<file path="src/rtl/mux2_rr_arbiter.sv">
// rtl/mux2_rr_arbiter.sv - two-requester round-robin arbiter driving a shared MUX2 datapath

// One bit of the shared datapath: y = s ? b : a.
module mux2_cell (
  input  logic a_i,
  input  logic b_i,
  input  logic s_i,
  output logic y_o
);

  // Plain 2:1 select, kept as its own cell so each data bit maps to one MUX2.
  assign y_o = s_i ? b_i : a_i;

endmodule

// Round-robin owner of a W-bit channel shared by requesters A and B.
// Grants and select are registered. A requester may hold the channel
// indefinitely while the other side is quiet. Once the other side asks,
// the owner is limited to MAX_HOLD beats.
module mux2_rr_arbiter #(
  parameter int W        = 8,
  parameter int MAX_HOLD = 4
) (
  input  logic         CLK,
  input  logic         RST,
  input  logic         REQ_A,
  input  logic         REQ_B,
  input  logic [W-1:0] DATA_A,
  input  logic [W-1:0] DATA_B,
  output logic         GNT_A,
  output logic         GNT_B,
  output logic         SEL,
  output logic [W-1:0] Y_DATA,
  output logic         Y_VALID
);

  localparam int CW = (MAX_HOLD < 1) ? 1 : $clog2(MAX_HOLD + 1);
  localparam logic [CW-1:0] CNT_MAX = CW'(MAX_HOLD);

  typedef enum logic [1:0] {
    IDLE  = 2'd0,
    OWN_A = 2'd1,
    OWN_B = 2'd2
  } state_t;

  state_t          state_q, state_d;
  logic [CW-1:0]   cnt_q, cnt_d;
  logic [CW-1:0]   cnt_beat;
  logic            ptr_b_q, ptr_b_d;   // 1: next contention from IDLE goes to B
  logic            sel_q, sel_d;
  logic            gnt_a_q, gnt_a_d;
  logic            gnt_b_q, gnt_b_d;

  // Beat count including the beat being taken in the current cycle, saturating.
  // Comparing this value, rather than the registered count, makes a forced
  // rotation happen after exactly MAX_HOLD owned cycles.
  always_comb begin
    cnt_beat = (cnt_q == CNT_MAX) ? cnt_q : cnt_q + CW'(1);
  end

  // Next-state arbitration: IDLE picks by pointer; an owner leaves on release or beat limit.
  always_comb begin
    state_d = state_q;
    cnt_d   = cnt_q;
    ptr_b_d = ptr_b_q;
    sel_d   = sel_q;
    case (state_q)
      IDLE: begin
        cnt_d = '0;
        if (REQ_A && (!REQ_B || !ptr_b_q)) begin
          state_d = OWN_A;
          sel_d   = 1'b0;
        end else if (REQ_B) begin
          state_d = OWN_B;
          sel_d   = 1'b1;
        end
      end
      OWN_A: begin
        if (!REQ_A) begin
          ptr_b_d = 1'b1;
          cnt_d   = '0;
          if (REQ_B) begin
            state_d = OWN_B;
            sel_d   = 1'b1;
          end else begin
            state_d = IDLE;
          end
        end else if ((cnt_beat == CNT_MAX) && REQ_B) begin
          ptr_b_d = 1'b1;
          cnt_d   = '0;
          state_d = OWN_B;
          sel_d   = 1'b1;
        end else begin
          cnt_d = cnt_beat;
        end
      end
      OWN_B: begin
        if (!REQ_B) begin
          ptr_b_d = 1'b0;
          cnt_d   = '0;
          if (REQ_A) begin
            state_d = OWN_A;
            sel_d   = 1'b0;
          end else begin
            state_d = IDLE;
          end
        end else if ((cnt_beat == CNT_MAX) && REQ_A) begin
          ptr_b_d = 1'b0;
          cnt_d   = '0;
          state_d = OWN_A;
          sel_d   = 1'b0;
        end else begin
          cnt_d = cnt_beat;
        end
      end
      default: begin
        state_d = IDLE;
        cnt_d   = '0;
      end
    endcase
  end

  // Grants follow the next state so they are registered alongside it.
  always_comb begin
    gnt_a_d = (state_d == OWN_A);
    gnt_b_d = (state_d == OWN_B);
  end

  // State, counter, pointer and registered outputs; reset wins over any request.
  always_ff @(posedge CLK) begin
    if (RST) begin
      state_q <= IDLE;
      cnt_q   <= '0;
      ptr_b_q <= 1'b0;
      sel_q   <= 1'b0;
      gnt_a_q <= 1'b0;
      gnt_b_q <= 1'b0;
    end else begin
      state_q <= state_d;
      cnt_q   <= cnt_d;
      ptr_b_q <= ptr_b_d;
      sel_q   <= sel_d;
      gnt_a_q <= gnt_a_d;
      gnt_b_q <= gnt_b_d;
    end
  end

  // Shared datapath: one MUX2 per bit steered by the registered select.
  genvar gi;
  generate
    for (gi = 0; gi < W; gi++) begin : g_mux
      mux2_cell u_mux (
        .a_i (DATA_A[gi]),
        .b_i (DATA_B[gi]),
        .s_i (sel_q),
        .y_o (Y_DATA[gi])
      );
    end
  endgenerate

  assign GNT_A   = gnt_a_q;
  assign GNT_B   = gnt_b_q;
  assign SEL     = sel_q;
  assign Y_VALID = (gnt_a_q & REQ_A) | (gnt_b_q & REQ_B);

endmodule

</file>
<file path="config.mk">
export PLATFORM = sky130hd
export DESIGN_NAME = mux2_rr_arbiter
export DESIGN_NICKNAME = d
export VERILOG_FILES = /design/src/rtl/mux2_rr_arbiter.sv
export SDC_FILE = /design/constraint.sdc
export NUM_CORES = 1
export LEC_CHECK = 0
export CORE_UTILIZATION = 40
export DETAILED_ROUTE_END_ITERATION = 10
export MAX_ROUTING_LAYER = met4
export PLACE_DENSITY = 0.78
export SLEW_MARGIN = 20
export SYNTH_ARGS = -nofsm -noshare
export SYNTH_HDL_FRONTEND = slang
export SYNTH_SLANG_ARGS = --single-unit
</file>
<file path="constraint.sdc">
create_clock -name CLK -period 2 [get_ports CLK]
set_clock_uncertainty 0.1 [all_clocks]
set_input_delay 0.4 -clock CLK [delete_from_list [all_inputs] [get_ports CLK]]
set_output_delay 0.4 -clock CLK [all_outputs]
set_load 0.05 [all_outputs]
</file>
Word level (Yosys, flattened, before mapping) --
Cells that the tools add are included. W data, S select, Z words.
Operators by class: multipliers 0, bitwise logic cells 3, eq/ne operators 9, $add $sub $neg 1, mux-type cells 34, magnitude comparators 0, reductions and logical operators 11, shift-type cells 0, divide/modulo/power cells 0
Operators by type and width (number):
- $mux W1 | 18
- $mux W3 | 5
- $mux W2 | 7
- $ne A3 B3 Y1 const B | 3
- $eq A3 B3 Y1 const B | 2
- $pmux W2 S3 | 1
- $pmux W3 S2 | 1
- $eq A2 B1 Y1 const B | 2
- $eq A2 B2 Y1 const B | 2
- $reduce_and A4 Y1 | 1
- $add A3 B1 Y3 const B | 1
- $logic_and A1 B1 Y1 | 3
- $pmux W1 S3 | 1
- $reduce_and A3 Y1 | 1
- $reduce_bool A3 Y1 | 1
- $and A1 B1 Y1 | 2
- $logic_not A1 Y1 | 2
- $logic_not A2 Y1 | 1
- $pmux W1 S2 | 1
- $reduce_bool A2 Y1 | 1
- $logic_or A1 B1 Y1 | 1
- $or A1 B1 Y1 | 1
Word-level totals: bits in writable memories 0, logic and storage cells 64, memories kept 0, output and inout bits 12, bits in latches 0, register bits 9, memory bits (read-only) 0, input bits 20

Logic depth before layout (Yosys ltp) --
depth after elaboration 8, gate-level depth with buffers 7, mapped depth without buffers 7

By module --
From an unflattened synthesis, not the netlist that was laid out.
Unflattened totals: cell total of the unflattened synthesis 84, area total of the unflattened synthesis 788.3 µm²
Modules (own cells, without submodules):
- mux2_rr_arbiter | sequential area each 180.2 µm², cells an instance 76, area each 668.1 µm², instances 1
- mux2_cell | sequential area each 0.0 µm², cells an instance 1, area each 15.0 µm², instances 8

Least setup slack after synthesis --
OpenSTA, ideal clock, no wires.
path kind register to output, start point reg sel_q, in the netlist SEL, end point out Y_DATA[0], stages on the path, launching flop included 4, path slack -0.009 ns, data required time 1.500 ns, data arrival time 1.509 ns, buffers on the path 2, path through dfxtp_1 clkbuf_1 mux2_2 buf_4
Between the ends: cells in the longest elaborated chain, start to end 1
RTL lines:
- from (decl) | RTL line 50 | logic sel_q, sel_d;
- from (signal assigned) | RTL line 142 | sel_q <= sel_d;
- $mux W1 | RTL line 12 | assign y_o = s_i ? b_i : a_i;
- to (decl) | RTL line 33 | output logic [W-1:0] Y_DATA,
Every way passes these cells.

Final worst setup path --
start point in REQ_A, end point reg gnt_a_q, in the netlist GNT_A
Between the ends: cells in the longest elaborated chain, start to end 5, elaborated cells on any way between the ends 9, classes of those cells 1 x eq/ne; 6 x mux; 2 x reduce/logical
RTL lines:
- from (decl) | RTL line 26 | input logic REQ_A,
- $logic_and A1 B1 Y1 | RTL line 107 | end else if ((cnt_beat == CNT_MAX) && REQ_A) begin
- $mux W2 | RTL line 107
- $mux W2 | RTL line 98 | if (!REQ_B) begin
- $pmux W2 S3 * | RTL line 67 | case (state_q)
- $eq A2 B1 Y1 * | RTL line 125 | gnt_a_d = (state_d == OWN_A);
- to (signal assigned) | RTL line 143 | gnt_a_q <= gnt_a_d;
- to (decl) | RTL line 51 | logic gnt_a_q, gnt_a_d;
Mark *: on every way between the ends. The rest lies on a longest branch, timed or not. A chain may end at the register's enable or synchronous reset.

==> results by group <==
Drt
  • DRC viols: 0
  • Detailed Route WL: 2356 µm
  • Drt first pass iters: 5
  • WL/cell: 14.54 µm
  • Vias per std cell: 5.451
  • DR iter-0 viols: 34
  • Final ANT Viol Nets: 0
  • Detailed-route via count: 883

GRT
  • Pin count of the biggest net entering global routing: 11
  • All-Layer GR Usage: 21.26%
  • First-pass GRT wire length: 3263 µm
  • Number of global-route vias before repair: 743
  • Initial antenna violation count: 0
  • Remaining Overflow, GRT: 0

Critical path
  • Cells along the critical path: clkdlybuf4s50_1 -> inv_1 -> buf_4 -> o22ai_1 -> o221ai_1 -> nor4_2
  • Slowest Stage Delay on Critical Path: 0.62 ns
  • Crit path DAT: 2.00 ns
  • Critical path fanouts, max: 8
  • Startpoint Class: input pin
  • Crit path kind: in -> reg
  • CP max stage cell: clkdlybuf4s50_1
  • Critical Path End Type: flip-flop
  • Worst EP required: 2.06 ns

Floorplan
  • Initial Util: 42.46%
  • Row count: 16
  • CORE AREA: 1942 µm²
  • DIE WIDTH: 47.40 µm
  • # IOs: 32
  • Die Height: 47.40 µm
  • Die area: 2247 µm²

Power and ir drop
  • Comb pwr share: 54.1%
  • Internal power: 474.5 µW
  • Sw Ratio: 38.74%
  • Leakage: 0.5352 nW
  • Psw: 300.0 µW
  • Clock power share: 18.6%
  • Pwr/cell area: 578.5 nW/µm²
  • Sequential share of power: 27.2%
  • Peak supply drop: 603.8 µV

Timing
  • Setup-failing EPs final: 0
  • Rel. slew slack: 66.38%
  • F_max: 517.4 MHz
  • Final Critical Period: 1.933 ns
  • Slew Viols, Final: 0
  • Period utilisation layout: 96.64%
  • Final-report hold violation count: 0
  • Actual slew at the worst max-slew pin: 0.5028 ns
  • Setup TNS: 0 ns

Place
  • Post-DP Area: 1259 µm²
  • Port bufs: 31
  • Routability Congestion: 0.9033
  • DP HPWL: 1781 µm

Worst hold path
  • Worst Hold Class: reg -> reg

Clock network
  • CTS tree: built
  • CTS sink count: 9
  • Clock slew at reported path FFs: 0.06 ns
  • Worst-Skew Late Latency: 0.26 ns
  • Clk buf depth: 2
  • H-tree depth: 1
  • Post-CTS setup buffer count: 0
  • Inserted Clock Buffers: 3
  • CTS root buf: clkbuf_4

Final layout
  • Most common cell after layout, fill and taps aside: clkdlybuf4s50_1
  • Fraction of layout cells with a size suffix above 1: 30.37%
  • Commonest cells after routing, fill and taps aside: clkdlybuf4s50_1, buf_4, buf_12
  • Total Nets Final: 163
  • Register area: 186.4 µm²
  • Area taken by multi-input logic gates: 589.3 µm²
  • Final Cell Area: 1339 µm²
  • Area grow syn2layout: 62.37%
  • Diodes inserted: 0
  • Layout fillers: 156

Synthesis
  • Sequential area share after synthesis: 21.85%
  • Mean Syn Cell Area: 8.164 µm²
  • Synth cell types: 32
  • FF+latch count, synth: 9
  • Net Count, Synth: 128
  • Warnings, synthesis: 0
  • Synth Instances: 101
  • Synthesized area: 824.5 µm²

Job
  • Max Cap Viol: 0

Run status
  • Status: finished clean
-- cells in the mapped netlist, drive strengths merged --
| library cell | count | share of area (%) |
|---|---|---|
| a211oi | 2 | 1.8 |
| a21boi | 1 | 0.91 |
| a21oi | 6 | 3.6 |
| a22o | 1 | 1.1 |
| a22oi | 3 | 2.7 |
| a311oi | 1 | 1.8 |
| a31oi | 2 | 1.5 |
| and2 | 1 | 0.76 |
| and3 | 1 | 0.76 |
| buf | 10 | 8.5 |
| clkbuf | 1 | 0.45 |
| dfxtp | 9 | 22 |
| ha | 7 | 11 |
| inv | 8 | 3.6 |
| mux2 | 8 | 11 |
| nand2 | 7 | 3.2 |
| nand2b | 2 | 1.5 |
| nand3 | 3 | 1.8 |
| nand3b | 6 | 5.5 |
| nand4bb | 1 | 1.4 |
| nor2 | 5 | 2.3 |
| nor2b | 3 | 2.3 |
| nor3 | 1 | 0.61 |
| nor3b | 1 | 0.91 |
| nor4 | 1 | 1.5 |
| o211ai | 1 | 0.91 |
| o21ai | 5 | 3.0 |
| o221ai | 1 | 1.1 |
| o22ai | 1 | 0.76 |
| o311a | 1 | 1.2 |
| o311ai | 1 | 1.1 |
-- power by group through the flow --
stage / sequential, mW / combinational (mW) / clock (mW)
after floorplan: 0.228 / 0.233 / 0
after global placement: 0.215 / 0.400 / 0
after detailed placement: 0.215 / 0.409 / 0
after CTS: 0.211 / 0.411 / 0.147
after global routing: 0.214 / 0.440 / 0.159
final: 0.211 / 0.419 / 0.144
-- registers in the layout (all words and copies together) (netlist names) --
signal / flops
ptr_b_q: 1
GNT_A: 1
cnt_q: 3
GNT_B: 1
SEL: 1
state_q: 2
-- through the flow --
stage,setup slack [ns],power [mW],utilization [%],std cells,hold slack (ns)
5_1_grt,-0.02170,0.8124,68.94,162,0.5903
4_1_cts,0.06836,0.7687,66.17,162,0.5198
6_report,0.06724,0.7745,68.94,162,0.5559
3_3_place_gp,-0.03637,0.6157,64.82,158,0.4839
3_5_place_dp,-0.09308,0.6246,64.82,158,0.5107
2_1_floorplan,0.1462,0.4610,-,101,0.3653
-- path summary, 6_finish.rpt --
path	start	end	slack (ns)	cells after the start
worst max register to register	cnt_q[0]$_SDFF_PP0_	SEL$_SDFFE_PP0P_	0.07	7
worst max-delay path	REQ_A	GNT_A$_SDFF_PP0_	0.07	6
worst min register to register	cnt_q[2]$_SDFF_PP0_	cnt_q[2]$_SDFF_PP0_	0.56	2
worst min-delay path	cnt_q[2]$_SDFF_PP0_	cnt_q[2]$_SDFF_PP0_	0.56	2
-- kinds of logic after synthesis --
family	after synthesis	synth area share, %
simple gates	32	22.46
flops	9	21.85
compound gates	26	21.55
mux	8	10.93
buf+inv	19	12.59
fa+ha+maj	7	10.62
-- cell type report --
class                           instances  share of cell area, %
Multi-Input combinational cell         73                  44.02
Timing Repair Buffer                   41                  35.33
Sequential cell                         9                  13.93
Tap cell                               27                  2.523
Inverter                                8                  2.243
Clock buffer                            4                  1.963
-- critical path: cells and delay by family --
family          cells  cell delay (ns)
compound gates      2             0.42
simple gates        1             0.26
buf+inv             3             0.91
-- metal layers --
metal  vias to the layer above  track usage (%)  routed length, µm
li1                        425                -                  -
met2                        52            35.34               1264
met4                         0            6.286                 49
met1                       398            25.17                865
met5                         -                -                  0
met3                         8            5.000                177
-- repair_timing --
action / 4_1_cts / 5_1_grt
setup endpoints to repair: 0 / 6
hold endpoints to repair: 0 / 0
gates resized for setup: 0 / 9
hold buffers: 0 / 0
No activity file was read; power rests on OpenSTA's default activity.
